## config.mk

```make
export PLATFORM = sky130hd
export DESIGN_NAME = jk_drive_encoder
export DESIGN_NICKNAME = d
export VERILOG_FILES = /design/src/rtl/jk_pkg.sv /design/src/rtl/jk_cmd_fifo.sv /design/src/rtl/jk_drive_encoder.sv
export SDC_FILE = /design/constraint.sdc
export NUM_CORES = 1
export LEC_CHECK = 0
export ABC_AREA = 0
export ABC_CLOCK_PERIOD_IN_PS = 7100
export CAP_MARGIN = 15
export CORE_ASPECT_RATIO = 0.9
export CORE_MARGIN = 1
export CORE_UTILIZATION = 59
export CTS_BUF_LIST = sky130_fd_sc_hd__clkbuf_4
export CTS_CLUSTER_SIZE = 24
export DETAILED_ROUTE_END_ITERATION = 10
export GPL_TIMING_DRIVEN = 0
export PLACE_DENSITY = 0.87
export SYNTH_ARGS = -nofsm -noshare
export SYNTH_HDL_FRONTEND = slang
export SYNTH_HIERARCHICAL = 1
export SYNTH_SLANG_ARGS = --single-unit
```

## constraint.sdc

```tcl
create_clock -name clk -period 7.1 [get_ports clk]
set_input_delay 1.42 -clock clk [delete_from_list [all_inputs] [get_ports clk]]
set_output_delay 1.42 -clock clk [all_outputs]
set_load 0.05 [all_outputs]
```

## src/rtl/jk_pkg.sv

```systemverilog
// Shared types and encodings for the JK latch drive encoder.
// Holds FSM states, mode encodings and JK excitation constants.
package jk_pkg;

  typedef enum logic [1:0] {
    ST_IDLE  = 2'd0,
    ST_DRIVE = 2'd1,
    ST_CHECK = 2'd2
  } jk_state_e;

  localparam logic MODE_SR  = 1'b0;
  localparam logic MODE_MIN = 1'b1;

  localparam logic [1:0] JK_HOLD = 2'b00;
  localparam logic [1:0] JK_RST  = 2'b01;
  localparam logic [1:0] JK_SET  = 2'b10;
  localparam logic [1:0] JK_TOG  = 2'b11;

  // Excitation {J,K} that moves a latch believed to hold trk_i to target t_i.
  function automatic logic [1:0] jk_encode(input logic mode_i, input logic t_i,
                                           input logic trk_i);
    logic [1:0] jk;
    if (mode_i == MODE_SR) jk = t_i ? JK_SET : JK_RST;
    else                   jk = (t_i == trk_i) ? JK_HOLD : JK_TOG;
    return jk;
  endfunction

endpackage

```

## src/rtl/jk_cmd_fifo.sv

```systemverilog
// Small show-ahead FIFO holding target bits for the JK drive encoder.
// Pointers wrap naturally because DEPTH is a power of two.
module jk_cmd_fifo #(
  parameter int DEPTH = 4,
  parameter int WIDTH = 1,
  localparam int AW = $clog2(DEPTH),
  localparam int CW = $clog2(DEPTH) + 1
) (
  input  logic             clk,
  input  logic             rst,
  input  logic             push_i,
  input  logic [WIDTH-1:0] din_i,
  input  logic             pop_i,
  output logic [WIDTH-1:0] dout_o,
  output logic             full_o,
  output logic             empty_o,
  output logic [CW-1:0]    count_o
);

  logic [WIDTH-1:0] mem_q [DEPTH];
  logic [AW-1:0]    wr_q, wr_d;
  logic [AW-1:0]    rd_q, rd_d;
  logic [CW-1:0]    count_q, count_d;
  logic             do_push, do_pop;

  assign full_o  = (count_q == CW'(DEPTH));
  assign empty_o = (count_q == '0);
  assign count_o = count_q;
  assign dout_o  = mem_q[rd_q];

  assign do_push = push_i & ~full_o;
  assign do_pop  = pop_i & ~empty_o;

  always_comb begin
    wr_d    = wr_q;
    rd_d    = rd_q;
    count_d = count_q;
    if (do_push) wr_d = wr_q + AW'(1);
    if (do_pop)  rd_d = rd_q + AW'(1);
    case ({do_push, do_pop})
      2'b10:   count_d = count_q + CW'(1);
      2'b01:   count_d = count_q - CW'(1);
      default: count_d = count_q;
    endcase
  end

  always_ff @(posedge clk) begin
    if (rst) begin
      wr_q    <= '0;
      rd_q    <= '0;
      count_q <= '0;
    end else begin
      wr_q    <= wr_d;
      rd_q    <= rd_d;
      count_q <= count_d;
    end
  end

  // Storage needs no reset: reads are gated by the count.
  always_ff @(posedge clk) begin
    if (do_push) mem_q[wr_q] <= din_i;
  end

endmodule

```

## src/rtl/jk_drive_encoder.sv

```systemverilog
// Drives an external JK latch from a queue of target bits and checks
// the latch feedback, counting mismatches and resynchronising on error.
//
//   state    | meaning
//   ---------+------------------------------------------------------
//   ST_IDLE  | no command in flight, waiting for a queued bit
//   ST_DRIVE | J/K and en_out presented to the latch for one cycle
//   ST_CHECK | q_fb compared with the target at the closing edge
module jk_drive_encoder
  import jk_pkg::*;
#(
  parameter int DEPTH = 4,
  parameter int CNT_W = 8
) (
  input  logic             clk,
  input  logic             rst,
  input  logic             in_valid,
  input  logic             in_bit,
  output logic             in_ready,
  input  logic             mode,
  output logic             J,
  output logic             K,
  output logic             en_out,
  output logic             lrst_n,
  input  logic             q_fb,
  input  logic             err_clr,
  output logic             err,
  output logic [CNT_W-1:0] mis_cnt
);

  localparam int CW = $clog2(DEPTH) + 1;
  localparam logic [CNT_W-1:0] CNT_MAX = {CNT_W{1'b1}};

  jk_state_e        state_q, state_d;
  logic [1:0]       jk_q, jk_d;
  logic             en_q, en_d;
  logic             t_q, t_d;
  logic             trk_q, trk_d;
  logic             err_q, err_d;
  logic [CNT_W-1:0] cnt_q, cnt_d;
  logic             lrst_n_q;

  logic             fifo_push, fifo_pop, fifo_dout, fifo_full, fifo_empty;
  logic [CW-1:0]    fifo_count;

  assign in_ready  = (fifo_count != CW'(DEPTH));
  assign fifo_push = in_valid & ~fifo_full;

  jk_cmd_fifo #(
    .DEPTH(DEPTH),
    .WIDTH(1)
  ) u_fifo (
    .clk    (clk),
    .rst    (rst),
    .push_i (fifo_push),
    .din_i  (in_bit),
    .pop_i  (fifo_pop),
    .dout_o (fifo_dout),
    .full_o (fifo_full),
    .empty_o(fifo_empty),
    .count_o(fifo_count)
  );

  always_comb begin
    state_d  = state_q;
    t_d      = t_q;
    trk_d    = trk_q;
    err_d    = err_q & ~err_clr;
    cnt_d    = cnt_q;
    jk_d     = JK_HOLD;
    en_d     = 1'b0;
    fifo_pop = 1'b0;

    case (state_q)
      ST_DRIVE: begin
        state_d = ST_CHECK;
        trk_d   = t_q;
      end
      ST_CHECK: begin
        state_d = ST_IDLE;
        if (q_fb != t_q) begin
          err_d = 1'b1;
          trk_d = q_fb;
          if (cnt_q != CNT_MAX) cnt_d = cnt_q + CNT_W'(1);
        end
      end
      default: state_d = ST_IDLE;
    endcase

    // Encoding uses trk_d so a back-to-back command sees the resynced state.
    if ((state_q != ST_DRIVE) && !fifo_empty && lrst_n_q) begin
      fifo_pop = 1'b1;
      state_d  = ST_DRIVE;
      t_d      = fifo_dout;
      jk_d     = jk_encode(mode, fifo_dout, trk_d);
      en_d     = 1'b1;
    end
  end

  always_ff @(posedge clk) begin
    if (rst) begin
      state_q  <= ST_IDLE;
      jk_q     <= JK_HOLD;
      en_q     <= 1'b0;
      t_q      <= 1'b0;
      trk_q    <= 1'b0;
      err_q    <= 1'b0;
      cnt_q    <= '0;
      lrst_n_q <= 1'b0;
    end else begin
      state_q  <= state_d;
      jk_q     <= jk_d;
      en_q     <= en_d;
      t_q      <= t_d;
      trk_q    <= trk_d;
      err_q    <= err_d;
      cnt_q    <= cnt_d;
      lrst_n_q <= 1'b1;
    end
  end

  assign J       = jk_q[1];
  assign K       = jk_q[0];
  assign en_out  = en_q;
  assign lrst_n  = lrst_n_q;
  assign err     = err_q;
  assign mis_cnt = cnt_q;

endmodule
```

Word level (Yosys, flattened, before mapping)
Memory sizes are Yosys's and may differ from the RTL's. A register that Yosys moved wholly into a read port is not among the register bits.
Index checks and enable logic that the tools add are counted.
{"block": "classes", "addsub": 5, "eq_ne": 10, "muxes": 16, "n_bitwise": 8, "reduce_logical": 8}
{"op": "$mux 2", "n": 6}
{"op": "$add 8x1->8 const B", "n": 1}
{"op": "$mux 1", "n": 8}
{"op": "$ne 8x8->1 const B", "n": 1}
{"op": "$pmux 3 s2", "n": 1}
{"op": "$add 2x1->2 const B", "n": 2}
{"op": "$and 1x1->1", "n": 4}
{"op": "$eq 2x1->1 const B", "n": 2}
{"op": "$eq 2x2->1 const B", "n": 2}
{"op": "$not 1->1", "n": 4}
{"op": "$reduce_or 2->1", "n": 2}
{"op": "$add 3x1->3 const B", "n": 1}
{"op": "$eq 3x3->1 const B", "n": 1}
{"op": "$logic_not 3->1", "n": 1}
{"op": "$ne 3x3->1 const B", "n": 1}
{"op": "$reduce_and 3->1", "n": 1}
{"op": "$sub 3x1->3 const B", "n": 1}
{"op": "$logic_and 1x1->1", "n": 2}
{"op": "$ne 2x1->1 const B", "n": 1}
{"op": "$pmux 1 s2", "n": 1}
{"op": "$reduce_bool 2->1", "n": 1}
{"op": "$eq 1x1->1", "n": 1}
{"op": "$logic_not 1->1", "n": 1}
{"op": "$ne 1x1->1", "n": 1}
{"block": "word_totals", "regBits": 24, "ram_bits": 4, "out_inout_bits": 14, "word_cells": 60, "mem_count": 1}
{"memory": "u_fifo.mem_q", "words": 4, "width": 1, "rd": 1, "rd_ports_with_merged_regs": 1, "wr": 1, "line": "jk_cmd_fifo.sv:20", "rtl": "logic [WIDTH-1:0] mem_q [DEPTH];"}

Longest topological paths before layout
Gate-level depths: netlist of run 1.
{"block": "logic_depth", "depth_word": 8, "ltp_mapped": 11, "mapped_depth_nobuf": 11}

By module
The synthesis of run 1 kept the hierarchy.
{"mod": "jk_drive_encoder", "instances": 1, "cells_per_inst": 86, "area_each_um2": 765.7, "seq_area_each_um2": 320.3}
{"mod": "jk_cmd_fifo", "instances": 1, "cells_per_inst": 59, "area_each_um2": 618.1, "seq_area_each_um2": 300.3}

Worst setup path before layout of run 1
Ideal clock, no wire load.
{"block": "synth_timing", "kind": "input to register", "startpoint": "input in_valid", "endpoint": "register u_fifo.count_q[2] (netlist: u_fifo/count_o[2])", "setup_ns": 0.070, "arrival_ns": 2.903, "required_time_ns": 7.030, "path_slack_ns": 4.127, "path_stages": 10, "path_buffers": 0, "path_cell_list": "nor2b_1 -> inv_1 -> nor2_1 -> inv_1 -> ha_1 -> inv_1 -> fa_1 -> xor2_1 -> or3_1 -> a21oi_1"}
{"block": "synth_between", "elab_chain_len": 4}
{"element": "start, declared", "line": "jk_drive_encoder.sv:17", "rtl": "input logic in_valid,"}
{"element": "$and 1x1->1 (*)", "line": "jk_drive_encoder.sv:47", "rtl": "assign fifo_push = in_valid & ~fifo_full;"}
{"element": "$and 1x1->1 (*)", "line": "jk_cmd_fifo.sv:31", "rtl": "assign do_push = push_i & ~full_o;"}
{"element": "$eq 2x1->1 or $eq 2x2->1 (tied branches)", "line": "jk_cmd_fifo.sv:40", "rtl": "case ({do_push, do_pop})"}
{"element": "$pmux 3 s2 or $reduce_bool 2->1 (tied branches)"}
{"element": "end signal, assigned", "line": "jk_cmd_fifo.sv:55", "rtl": "count_q <= count_d;"}
{"element": "end, declared", "line": "jk_cmd_fifo.sv:23", "rtl": "logic [CW-1:0] count_q, count_d;"}
Mark *: on every way between the ends. The rest lies on a longest branch, timed or not.
A chain may end at the register's enable or synchronous reset.

Worst setup path in the final report of run 1
{"block": "layout_timing", "startpoint": "input in_valid", "endpoint": "register u_fifo.count_q[2] (netlist: u_fifo/count_o[2])"}
{"block": "layout_between", "elab_chain_len": 4}
{"element": "$and 1x1->1 (*)", "line": "jk_drive_encoder.sv:47"}
{"element": "via fifo_push", "line": "jk_drive_encoder.sv:43", "rtl": "logic fifo_push, fifo_pop, fifo_dout, fifo_full, fifo_empty;"}
{"element": "$and 1x1->1 (*)", "line": "jk_cmd_fifo.sv:31"}
{"element": "$eq 2x1->1 or $eq 2x2->1 (tied branches)", "line": "jk_cmd_fifo.sv:40"}
{"element": "$pmux 3 s2 or $reduce_bool 2->1 (tied branches)"}
The timed path passes the listed nets; every way through them passes the cells marked *.

==> impl_metrics.csv, run 1 <==
group,metric,value,unit
outcome,status,"finished clean",
clocking,htree_levels,2,
sta,rsz0062_at_grt,"false",
drt,firstDrtPassIters,4,
worst_setup_path,worstPathArrival,3470,ps
logic_synthesis,ys_seq_area_share,44.85,%
power_and_ir_drop,p_leak,0.0006482,uW
clocking,tritoncts,"yes",
placed_design,dpl.hpwl,2.048,mm
logic_synthesis,yosysWarnings,6,
logic_synthesis,synth_common_cells,"25 x dfxtp_1, 15 x nor2_1, 14 x inv_1",
floorplan,core_area,0.002202,mm^2
drt,drt_iter0_markers,25,
floorplan,rows,16,
finish,stdcell_count,200,
worst_setup_path,critical_path_required,7350,ps
finish,drive_above_1_share,8.092,%
grt,grt_pass1_wl,4.140,mm
logic_synthesis,yosysMostFrequentCell,"dfxtp_1",
grt,grt-ovfl-total,0,
placed_design,gp_congestion,0.6910,
logic_synthesis,syn-num-nets,161,
clocking,cts.sinks,29,
sta,finalSetupViolCount,0,
drt,ant_nets,0,
logic_synthesis,synth_ff_type,"dfxtp_1",
worst_setup_path,crit_family,"buffers and inverters",
worst_setup_path,end_kind,"register",
logic_synthesis,synth_area_leaders,"dfxtp_1 36%, edfxtp_1 8.7%, ha_1 7.2%",
logic_synthesis,ys_types,38,
power_and_ir_drop,ir_worst_vdd,203.4,uV
grt,grt_pass1_vias,998,
floorplan,num_io_pins,21,
worst_setup_path,critPathLaunchType,"primary input",
floorplan,start_util,62.84,%
sta,slew_headroom,60.23,%
grt,track_usage,23.70,%
logic_synthesis,yosys.area.top_type,"dfxtp_1",
logic_synthesis,synth_enable_flop_cells,4,
drt,routedWlPerCell,13.99,um
floorplan,die-area,0.002543,mm^2
worst_setup_path,worst-path-max-fanout,5,
clocking,hold_buffers,0,
logic_synthesis,yosys_register_bits,29,
sta,hold_viol_final,0,
grt,antenna_found_initial,0,
drt,num_vias,1134,
worst_hold_path,hp-class,"register to register",
floorplan,die_w,53.05,um
sta,max_freq,310.4,MHz
worst_setup_path,crit_buf_inv,4,
logic_synthesis,synth_area_per_cell,9.544,um^2
worst_setup_path,cpMaxStageDelayCell,"clkdlybuf4s50_1",
sta,skew,17.00,ps
clocking,clk_latency,330,ps
finish,final_nets,188,
grt,grt_max_degree,11,
flow_run,drv_cap,0,
drt,viasPerCell,5.670,
clocking,clk_path_buf_depth,2,
worst_setup_path,crit_path_frequent_cell,"inv_1",
power_and_ir_drop,total_power,469.5,uW
placed_design,numPortBuffers,20,
floorplan,die_height,47.95,um
logic_synthesis,yosys.area.top_type_share,36.17,%
sta,worst_hold_slack,518.7,ps
sta,fin_ws,3879,ps
worst_setup_path,path_cells,"clkdlybuf4s50_1, nor2b_1, inv_1, nor2_1, inv_1, ha_1, inv_1, fa_1, xor2_1, or3_1, a21oi_1",
placed_design,dp.cells,192,
placed_design,dp_worst_setup_slack,3583,ps
worst_setup_path,cpPeakStageDelay,390,ps
sta,setup-tns-final,0,ps
clocking,clkTransAtPathRegs,90,ps
sta,finalMaxSlewViolations,0,
logic_synthesis,synth_cells,145,
drt,drt-total-wl,2.798,mm
logic_synthesis,syn_area,0.001384,mm^2
drt,drc,0,
sta,post-route-min-period,3221,ps
sta,fin_crit_sh,45.37,%
finish,area_growth_syn_to_layout,22.60,%
finish,nFillCells,166,
sta,tightest_slew,595.3,ps
power_and_ir_drop,p_per_area,276.7,mW/mm^2
clocking,cts_resized,0,
worst_setup_path,crit_type,"primary input to register",
finish,num_antenna_cells,0,
clocking,cts-buffers-inserted,5,
logic_synthesis,synth-async-reset-ratio,0,%
clocking,root_buffer,"clkbuf_4",
clocking,cts_setup_buffers,0,
-- worst reg2reg max path, cell delays in order, from the launching register on --
cell     delay (ps)
dfxtp_1         350
inv_1            50
ha_1            200
nor3b_1         530
o31ai_1         220
inv_1           110
ha_1            190
inv_1            60
fa_1            370
xor2_1          160
or3_1           320
a21oi_1         150
-- cell usage in the layout (no fill, tap or decap), types with 3 or more instances in the layout --
cell type / count
clkbuf_4: 6
ha_1: 8
inv_1: 14
o21ai_0: 6
nand4_1: 4
xor2_1: 4
or3_1: 3
clkdlybuf4s50_1: 20
mux2i_1: 5
nand2_1: 9
a21oi_1: 9
edfxtp_1: 4
and2_1: 6
nor2b_1: 3
dfxtp_1: 25
nor2_1: 15
-- through the flow --
stage / area (um^2) / util (%)
5_1_grt: 1697 / 77.05
3_5_place_dp: 1618 / 73.47
6_report: 1697 / 77.05
2_1_floorplan: 1384 / -
4_1_cts: 1697 / 77.05
3_3_place_gp: 1618 / 73.47
-- routing by layer --
| metal | vias to the layer above | track usage (%) | part of all wire (%) |
|---|---|---|---|
| met5 | - | 0 | 0 |
| met3 | 5 | 5.714 | 4.8 |
| met1 | 538 | 26.94 | 43 |
| met2 | 38 | 40.76 | 50 |
| met4 | 0 | 15.26 | 1.6 |
| li1 | 553 | - | - |
-- cell families after synthesis --
group	synth area share [%]
buffers and inverters	4.339
XOR/XNOR	3.707
adder cells (fa/ha/maj)	8.680
AO/OA/AOI/OAI	9.946
flip-flops	44.85
AND/OR/NAND/NOR	23.24
multiplexers	5.244
-- worst paths after layout --
check        cells after the start                end           start  slack, ps
min reg2reg                      2     u_fifo/rd_q[1]  u_fifo/rd_q[1]        520
min                              2     u_fifo/rd_q[1]  u_fifo/rd_q[1]        520
max                             11  u_fifo/count_o[2]        in_valid       3880
max reg2reg                     11  u_fifo/count_o[2]      state_q[1]       4310
-- where the power goes --
part	total [uW]	internal, uW	switching (uW)
clock	133	77.1	56.1
sequential	209	187	22.3
combinational	127	52.2	75.2
total	470	316	154
-- flip-flops by register name, indices dropped and copies added, names as in the netlist, named ones only --
name and count:
t_q 1, trk_q 1, u_fifo/count_o 3, jk_q 2, u_fifo/rd_q 2, u_fifo/wr_q 2
mis_cnt 8, state_q 2, u_fifo/mem_q 4, lrst_n 1, err 1
-- final cells by class --
class	count	area [um^2]	area share (%)
Buffer	2	7.507	0.4425
Clock buffer	6	45.04	2.655
Clock inverter	2	33.78	1.991
Inverter	14	52.55	3.097
Multi-Input combinational cell	100	703.2	41.45
Sequential cell	29	620.6	36.58
Tap cell	27	33.78	1.991
Timing Repair Buffer	20	200.2	11.80
Note: power is estimated with default switching activity, not from simulation.
==> inputs of run 2 (changes only) <==
Settings changed: ABC_CLOCK_PERIOD_IN_PS 7100 to 3070, CORE_UTILIZATION 59 to 55, PLACE_DENSITY 0.87 to 0.82.
Clock period 7.1 ns to 3.07 ns, I/O delays scaled along.
==> run 2 against run 1 <==
Sequential cell count did not move. Critical path type is now register to register. Via count is 3.3% lower. Utilization is 2.7 points lower. First-iteration DRC count down 44%. Total power up 130%. Routed wire length down 8.0%. Sequential power up 130%. Non-clock buffer count stayed put. Final cell count unchanged. Combinational power rose by 130%. Largest power group unchanged.
==> impl_metrics.csv, run 2 (same netlist as run 1, synthesis figures left out) <==
group,metric,value,unit
outcome,status,"finished clean",
placed_design,gp_congestion,0.8841,
sta,fin_ws,376.0,ps
grt,grt_pass1_wl,4.347,mm
sta,finalMaxSlewViolations,0,
drt,drt-total-wl,2.573,mm
worst_setup_path,worstPathArrival,2950,ps
sta,max_freq,371.2,MHz
sta,skew,10.07,ps
power_and_ir_drop,p_sw,346.0,uW
clocking,clk_path_buf_depth,2,
power_and_ir_drop,clkPwrFrac,28.5,%
placed_design,dpl.hpwl,1.941,mm
grt,antenna_found_initial,0,
drt,routedWlPerCell,12.87,um
sta,setup-tns-final,0,ps
floorplan,die-area,0.002721,mm^2
drt,ant_nets,0,
clocking,tritoncts,"yes",
finish,layout_common_cells,"25 x dfxtp_1, 20 x clkdlybuf4s50_1, 15 x nor2_1",
finish,drive_above_1_share,8.092,%
clocking,root_buffer,"clkbuf_4",
sta,tightest_slew,548.0,ps
finish,num_antenna_cells,0,
drt,drt_iter0_markers,14,
sta,finalSetupViolCount,0,
power_and_ir_drop,power_frac_seq,44.7,%
flow_run,drv_cap,0,
floorplan,die_w,54.88,um
finish,multi_input_area,703.2,um^2
finish,largest_register_ffs,8,
worst_setup_path,crit_type,"register to register",
grt,grt-ovfl-total,0,
worst_setup_path,end_kind,"register",
clocking,cts.sinks,29,
grt,grt_max_degree,11,
sta,hold_viol_final,0,
sta,rsz0062_at_grt,"false",
clocking,cts-buffers-inserted,5,
grt,grt_pass1_vias,1028,
drt,num_vias,1097,
floorplan,num_io_pins,21,
drt,viasPerCell,5.485,
clocking,hold_buffers,0,
worst_setup_path,critPathLaunchType,"register",
sta,fin_crit_sh,87.75,%
drt,drc,0,
power_and_ir_drop,p_leak,0.0006482,uW
power_and_ir_drop,p_int,730.6,uW
finish,stdcell_count,200,
power_and_ir_drop,ir_worst_vdd,489.7,uV
clocking,clk_latency,330,ps
power_and_ir_drop,p_comb_share,26.8,%
worst_setup_path,worst-path-max-fanout,4,
finish,final_nets,188,
floorplan,start_util,60.64,%
floorplan,die_height,49.59,um
worst_setup_path,critical_path_required,3330,ps
floorplan,core_area,0.002282,mm^2
placed_design,dp.cells,192,
clocking,cts_setup_buffers,0,
power_and_ir_drop,p_sw_share,32.14,%
power_and_ir_drop,p_per_area,634.5,mW/mm^2
clocking,htree_levels,2,
finish,nFillCells,184,
drt,firstDrtPassIters,4,
clocking,clkTransAtPathRegs,100,ps
finish,area_growth_syn_to_layout,22.60,%
placed_design,numPortBuffers,20,
placed_design,place_area,0.001618,mm^2
finish,seqCellArea,620.6,um^2
sta,slew_headroom,63.39,%
finish,design_area,0.001697,mm^2
sta,worst_hold_slack,507.1,ps
floorplan,rows,16,
clocking,cts_resized,0,
finish,final_common_cell,"dfxtp_1",
worst_hold_path,hp-class,"register to register",
placed_design,dp_worst_setup_slack,342.2,ps
sta,post-route-min-period,2694,ps
worst_setup_path,r2r_setup_slack,380,ps
grt,track_usage,23.14,%
-- run 2: cell counts in the layout (fill, tap and decap cells not counted) --
Identical to the previous run, type by type.
-- run 2: worst max-delay path: stages, from the launching register on --
cell	delay (ps)
dfxtp_1	350
inv_1	50
ha_1	210
nor3b_1	490
o31ai_1	200
inv_1	90
ha_1	180
inv_1	60
fa_1	370
xor2_1	160
or3_1	310
a21oi_1	140
-- run 2: per-layer routing --
metal	track usage (%)	up-vias	share of wire (%)
li1	-	556	-
met1	27.63	512	47
met2	35.54	25	47
met3	7.407	4	4.0
met4	12.82	0	2.0
met5	0	-	0
-- run 2: stage by stage --
| stage | total power (uW) | util, % |
|---|---|---|
| 2_1_floorplan | 697.4 | - |
| 3_3_place_gp | 760.9 | 70.89 |
| 3_5_place_dp | 777.2 | 70.89 |
| 4_1_cts | 1084 | 74.34 |
| 5_1_grt | 1140 | 74.34 |
| 6_report | 1077 | 74.34 |
-- run 2: final timing paths --
| path | start | to | cells past startpoint |
|---|---|---|---|
| min | u_fifo/rd_q[1] | u_fifo/rd_q[1] | 2 |
| max | state_q[1] | u_fifo/count_o[2] | 11 |
| min reg2reg | u_fifo/rd_q[1] | u_fifo/rd_q[1] | 2 |
| max reg2reg | state_q[1] | u_fifo/count_o[2] | 11 |
-- run 2: area by class of cell --
| cell class | instances | share of cell area [%] |
|---|---|---|
| inverters | 14 | 3.097 |
| clock buffers | 6 | 2.655 |
| repair buffers | 20 | 11.80 |
| clock inverters | 2 | 1.991 |
| plain buffers | 2 | 0.4425 |
| well taps | 27 | 1.991 |
| flip-flops and latches | 29 | 36.58 |
| multi-input cells | 100 | 41.45 |
-- run 2: power by group through the flow --
stage / registers [uW] / clock network [uW] / logic (uW)
global placement: 486 / 0 / 275
CTS: 481 / 314 / 289
global route: 490 / 326 / 323
detailed placement: 490 / 0 / 288
finish: 481 / 307 / 289
floorplan: 511 / 0 / 186
==> edit 1, RTL diff (settings of run 2) <==
Reset style: asynchronous (`rst`), changed in 2 clocked blocks.
--- a/src/rtl/jk_cmd_fifo.sv
+++ b/src/rtl/jk_cmd_fifo.sv
@@ -44,7 +44,7 @@
     endcase
   end
 
-  always_ff @(posedge clk) begin
+  always_ff @(posedge clk or posedge rst) begin
     if (rst) begin
       wr_q    <= '0;
       rd_q    <= '0;
--- a/src/rtl/jk_drive_encoder.sv
+++ b/src/rtl/jk_drive_encoder.sv
@@ -97,7 +97,7 @@
     end
   end
 
-  always_ff @(posedge clk) begin
+  always_ff @(posedge clk or posedge rst) begin
     if (rst) begin
       state_q  <= ST_IDLE;
       jk_q     <= JK_HOLD;
Formal check against the unedited RTL: differs if rst is asserted again (counterexample within 4 cycles, from zero or initial values and one cycle with rst high); with rst held inactive, the same outputs for 10 cycles.
==> edit 1 against run 2 <==
Routed wire length is 8.5% lower. Setup slack better by 74 ps. Synthesized area is 0.36% higher. Count of clock-buffer cells in the layout is 3 lower. Maximum frequency is 2.8% higher. Critical path depth is 2 lower. Sequential cell count is 2 lower. First-iteration DRC count is 7.1% higher. Design area is 2.6% lower. Largest cell class is now sequential cells. Critical path type unchanged.
Power is not compared: it rests on default switching activity, and its combinational part moved more than twofold at a synthesized area within 25%.
==> edit 1: results <==
[run_status]
status = complete, no violations

[logic_synthesis]
synthTopCellsByCount = dfrtp_1, inv_1, ha_1, nand2_1, xor2_1
synth_area_leaders = dfrtp_1, edfxtp_1, ha_1
syn-num-nets = 135
synth_top_area_cell = dfrtp_1
yosys_most_used_dff = dfrtp_1
seq_area_frac_synth_pct = 50.1
netlist-cell-type-count = 37
synthArstFlopShare_pct = 85.2
synth.avg_cell_area_sq_um = 11.8

[routing]
drt-initial-drc-count = 15
dr_wl_met2_um = 1180
wl_met1_um = 1050
route.final.wire_length_um = 2350
met3_length_um = 107
routed_via_density = 5.49

[critical_path]
crit_arrival_ps = 2880
worstPathMaxFanout = 5
worst_path_dominant_cell_family = adder cells
slowest_stage = nor3b_1

[grt]
grt_pass1_wl_um = 4110
grt_max_degree = 17
grt_pass1_vias = 938
grtUsageTotal_pct = 21.1

[cells_and_area]
fin_nets = 160
drive_gt1_share_pct = 12.7
final_cell_count_no_fill = 169
antennaDiodeCount = 0

[clock_tree]
cts_inserted_buffers = 3
post_cts_buffers = 0
clockBufferDepth = 2
htree_levels = 1
path_clk_slew_ps = 150

[timing]
worst_clock_skew_ps = 16.1
max_slew.worst_pin.slew_ps = 621

[placement]
postPlaceCellArea_sq_um = 1620
dp_hpwl_um = 1850
gp_congestion = 0.842
dp_cells = 165
dp_slack_ps = 490

[power]
ir_drop_v = 0.000766
-- edit 1: final timing paths --
kind	from	end	slack, ps	cells after the start
worst max-delay path	state_q[0]	u_fifo/count_o[2]	450	9
worst min-delay path	u_fifo/rd_q[1]	u_fifo/rd_q[1]	510	1
worst max register to register	state_q[0]	u_fifo/count_o[2]	450	9
worst min register to register	u_fifo/rd_q[1]	u_fifo/rd_q[1]	510	1
max in group asynchronous	rst	mis_cnt[7]	1990	2
min in group asynchronous	rst	u_fifo/rd_q[0]	520	2
-- edit 1: worst register-to-register path: cells and delay by family, from the launching register on --
family,cells,cell delay [ps]
buffers and inverters,1,70
DFF,1,450
xor gates and xnor gates,2,300
AOI/OAI and AO/OA,1,300
and+or+nand+nor,2,600
adders and majority gates,3,810
-- edit 1: routing by layer --
layer	GRT usage, %	up-vias
li1	-	447
met1	26.7	460
met2	35.5	17
met3	5.86	3
met4	3.75	0
met5	0	-
-- edit 1: power by group --
group / total [W] / switching (W) / internal, W
sequential: 0.000632 / 0.000137 / 0.000495
combinational: 0.000854 / 0.000493 / 0.000361
clock: 0.000156 / 0.000106 / 0.0000499
-- edit 1: cells by family (layout without fill, tap and decap cells) --
group / count (synthesis) / count (layout) / synth area share, %
compound gates: 15 / 15 / 7.48
xor+xnor: 10 / 10 / 6.31
fa+ha+maj: 10 / 10 / 9.55
buf+inv: 13 / 37 / 3.51
flops: 27 / 27 / 50.1
mux: 6 / 6 / 6.04
other cells: 1 / 1 / 0.270
simple gates: 36 / 36 / 16.8
-- edit 1: cell type report --
| type | instances | area, sq um |
|---|---|---|
| timing repair buffer | 20 | 200 |
| clock inverter | 1 | 7.51 |
| clock buffer | 3 | 22.5 |
| fill | 170 | 629 |
| tap | 27 | 33.8 |
| multi-input combinational | 78 | 644 |
| sequential | 27 | 696 |
| inverter | 13 | 48.8 |
==> edit 2, RTL diff (config.mk and constraints of run 2) <==
Made on the original files. Set the parameter `CNT_W` to 12 (it was 8).
--- a/src/rtl/jk_drive_encoder.sv
+++ b/src/rtl/jk_drive_encoder.sv
@@ -10,7 +10,7 @@
   import jk_pkg::*;
 #(
   parameter int DEPTH = 4,
-  parameter int CNT_W = 8
+  parameter int CNT_W = 12
 ) (
   input  logic             clk,
   input  logic             rst,
Interface: changed (resized mis_cnt); port bits go from 21 to 25. The function was not compared with the original's and may differ.
==> edit 2 against run 2 <==
Total power is 7.1% higher. Via count up 21%. Sequential cell count grew 4. Maximum frequency shrank 4.9%. Highest routed layer unchanged. Die area rose by 14%. Sequential share of layout area down 0.77 points. Setup slack worse by 140 ps. Design area grew 15%. Routed wire length is 25% higher. Synthesized area is 15% higher. Synthesized cell count is 17% higher.
==> edit 2: results <==
[grt]
globalRouteMet2Util_pct = 39.3
grt_max_degree = 11
grt_pass1_wl_um = 5220
grtUsageMet3_pct = 5.62
grtUsageTotal_pct = 23.4
grt_antenna_before_repair = 0
grtUsageMet1_pct = 27.4

[routing]
dr_wl_met2_um = 1550
drt-initial-drc-count = 51
routed_via_density = 5.46
wl_met1_um = 1460
met3_length_um = 168
dr.pass1.iters = 5
wl_per_cell_um = 13.3

[placement]
postPlaceCellArea_sq_um = 1880
dp_hpwl_um = 2320
portBuffers = 24
gp_congestion = 0.776

[logic_synthesis]
synthTopCellsByCount = dfxtp_1, inv_1, nand2_1, nor2_1, a21oi_1
netlist-cell-type-count = 42
seq_area_frac_synth_pct = 44.1
muxShareOfSynthArea_pct = 5.28
synth_compound_area_share_pct = 12.4
synthAdderAreaFrac_pct = 7.57
synth_area_sq_um = 1590
syn-num-nets = 186

[clock_tree]
cts_inserted_buffers = 5

[cells_and_area]
drive_gt1_share_pct = 6.93
largest_reg_flops = 12

[timing]
slew_headroom_pct = 56.7
worst_clock_skew_ps = 10.0

[critical_path]
r2r_slack_ps = 240
r2r-start = state_q[1]
crit_arrival_ps = 3110

[power]
ir_drop_v = 0.000526

[hold_path]
hold_start = err

[run_status]
status = complete, no violations
==> edit 2: cell count changes in the layout (fill, tap and decap cells not counted), sizes merged, moves of 2 or more <==
cell | before | now
o41ai | 0 | 2
o311ai | 0 | 2
or3 | 3 | 6
dfxtp | 25 | 29
nand2 | 9 | 14
clkdlybuf4s50 | 20 | 24
nand3 | 2 | 5
and4 | 2 | 0
o311a | 0 | 2
o21ai | 6 | 11
==> edit 2: power by group <==
group / total [W] / switching [W] / internal (W)
sequential: 0.000533 / 0.0000493 / 0.000484
clock: 0.000327 / 0.000149 / 0.000178
combinational: 0.000292 / 0.000172 / 0.000120
==> edit 2: layout make-up <==
type / count / area [sq um]
tap: 40 / 50.0
inverter: 15 / 56.3
clock buffer: 6 / 45.0
multi-input combinational: 119 / 820
clock inverter: 2 / 33.8
timing repair buffer: 24 / 240
fill: 232 / 791
sequential: 33 / 701
buffer: 3 / 11.3
==> edit 2: metrics by stage <==
stage | util (%) | worst slack [ps] | hold WS, ps | cells
final | 71.2 | 238 | 485 | 242
after detailed placement | 68.4 | 304 | 470 | 234
after floorplan | - | 476 | 459 | 170
after global placement | 68.4 | 435 | 461 | 234
after CTS | 71.2 | 291 | 484 | 242
after global routing | 71.2 | 8.30 | 496 | 242
==> edit 2: worst min-delay path by stage <==
| stage | end | depth (start not counted) |
|---|---|---|
| global placement | err | 2 |
| floorplan | flop | 2 |
| detailed placement | err | 2 |
| CTS | err | 2 |
| finish | err | 2 |
| global route | err | 2 |
==> edit 2: critical path: stages (launching register included) <==
cell,delay (ps)
dfxtp_1,350
inv_1,50
ha_1,210
nor3b_1,570
o31ai_1,220
inv_1,120
ha_1,190
inv_1,70
fa_1,370
xor2_1,160
or3_1,310
a21oi_1,140
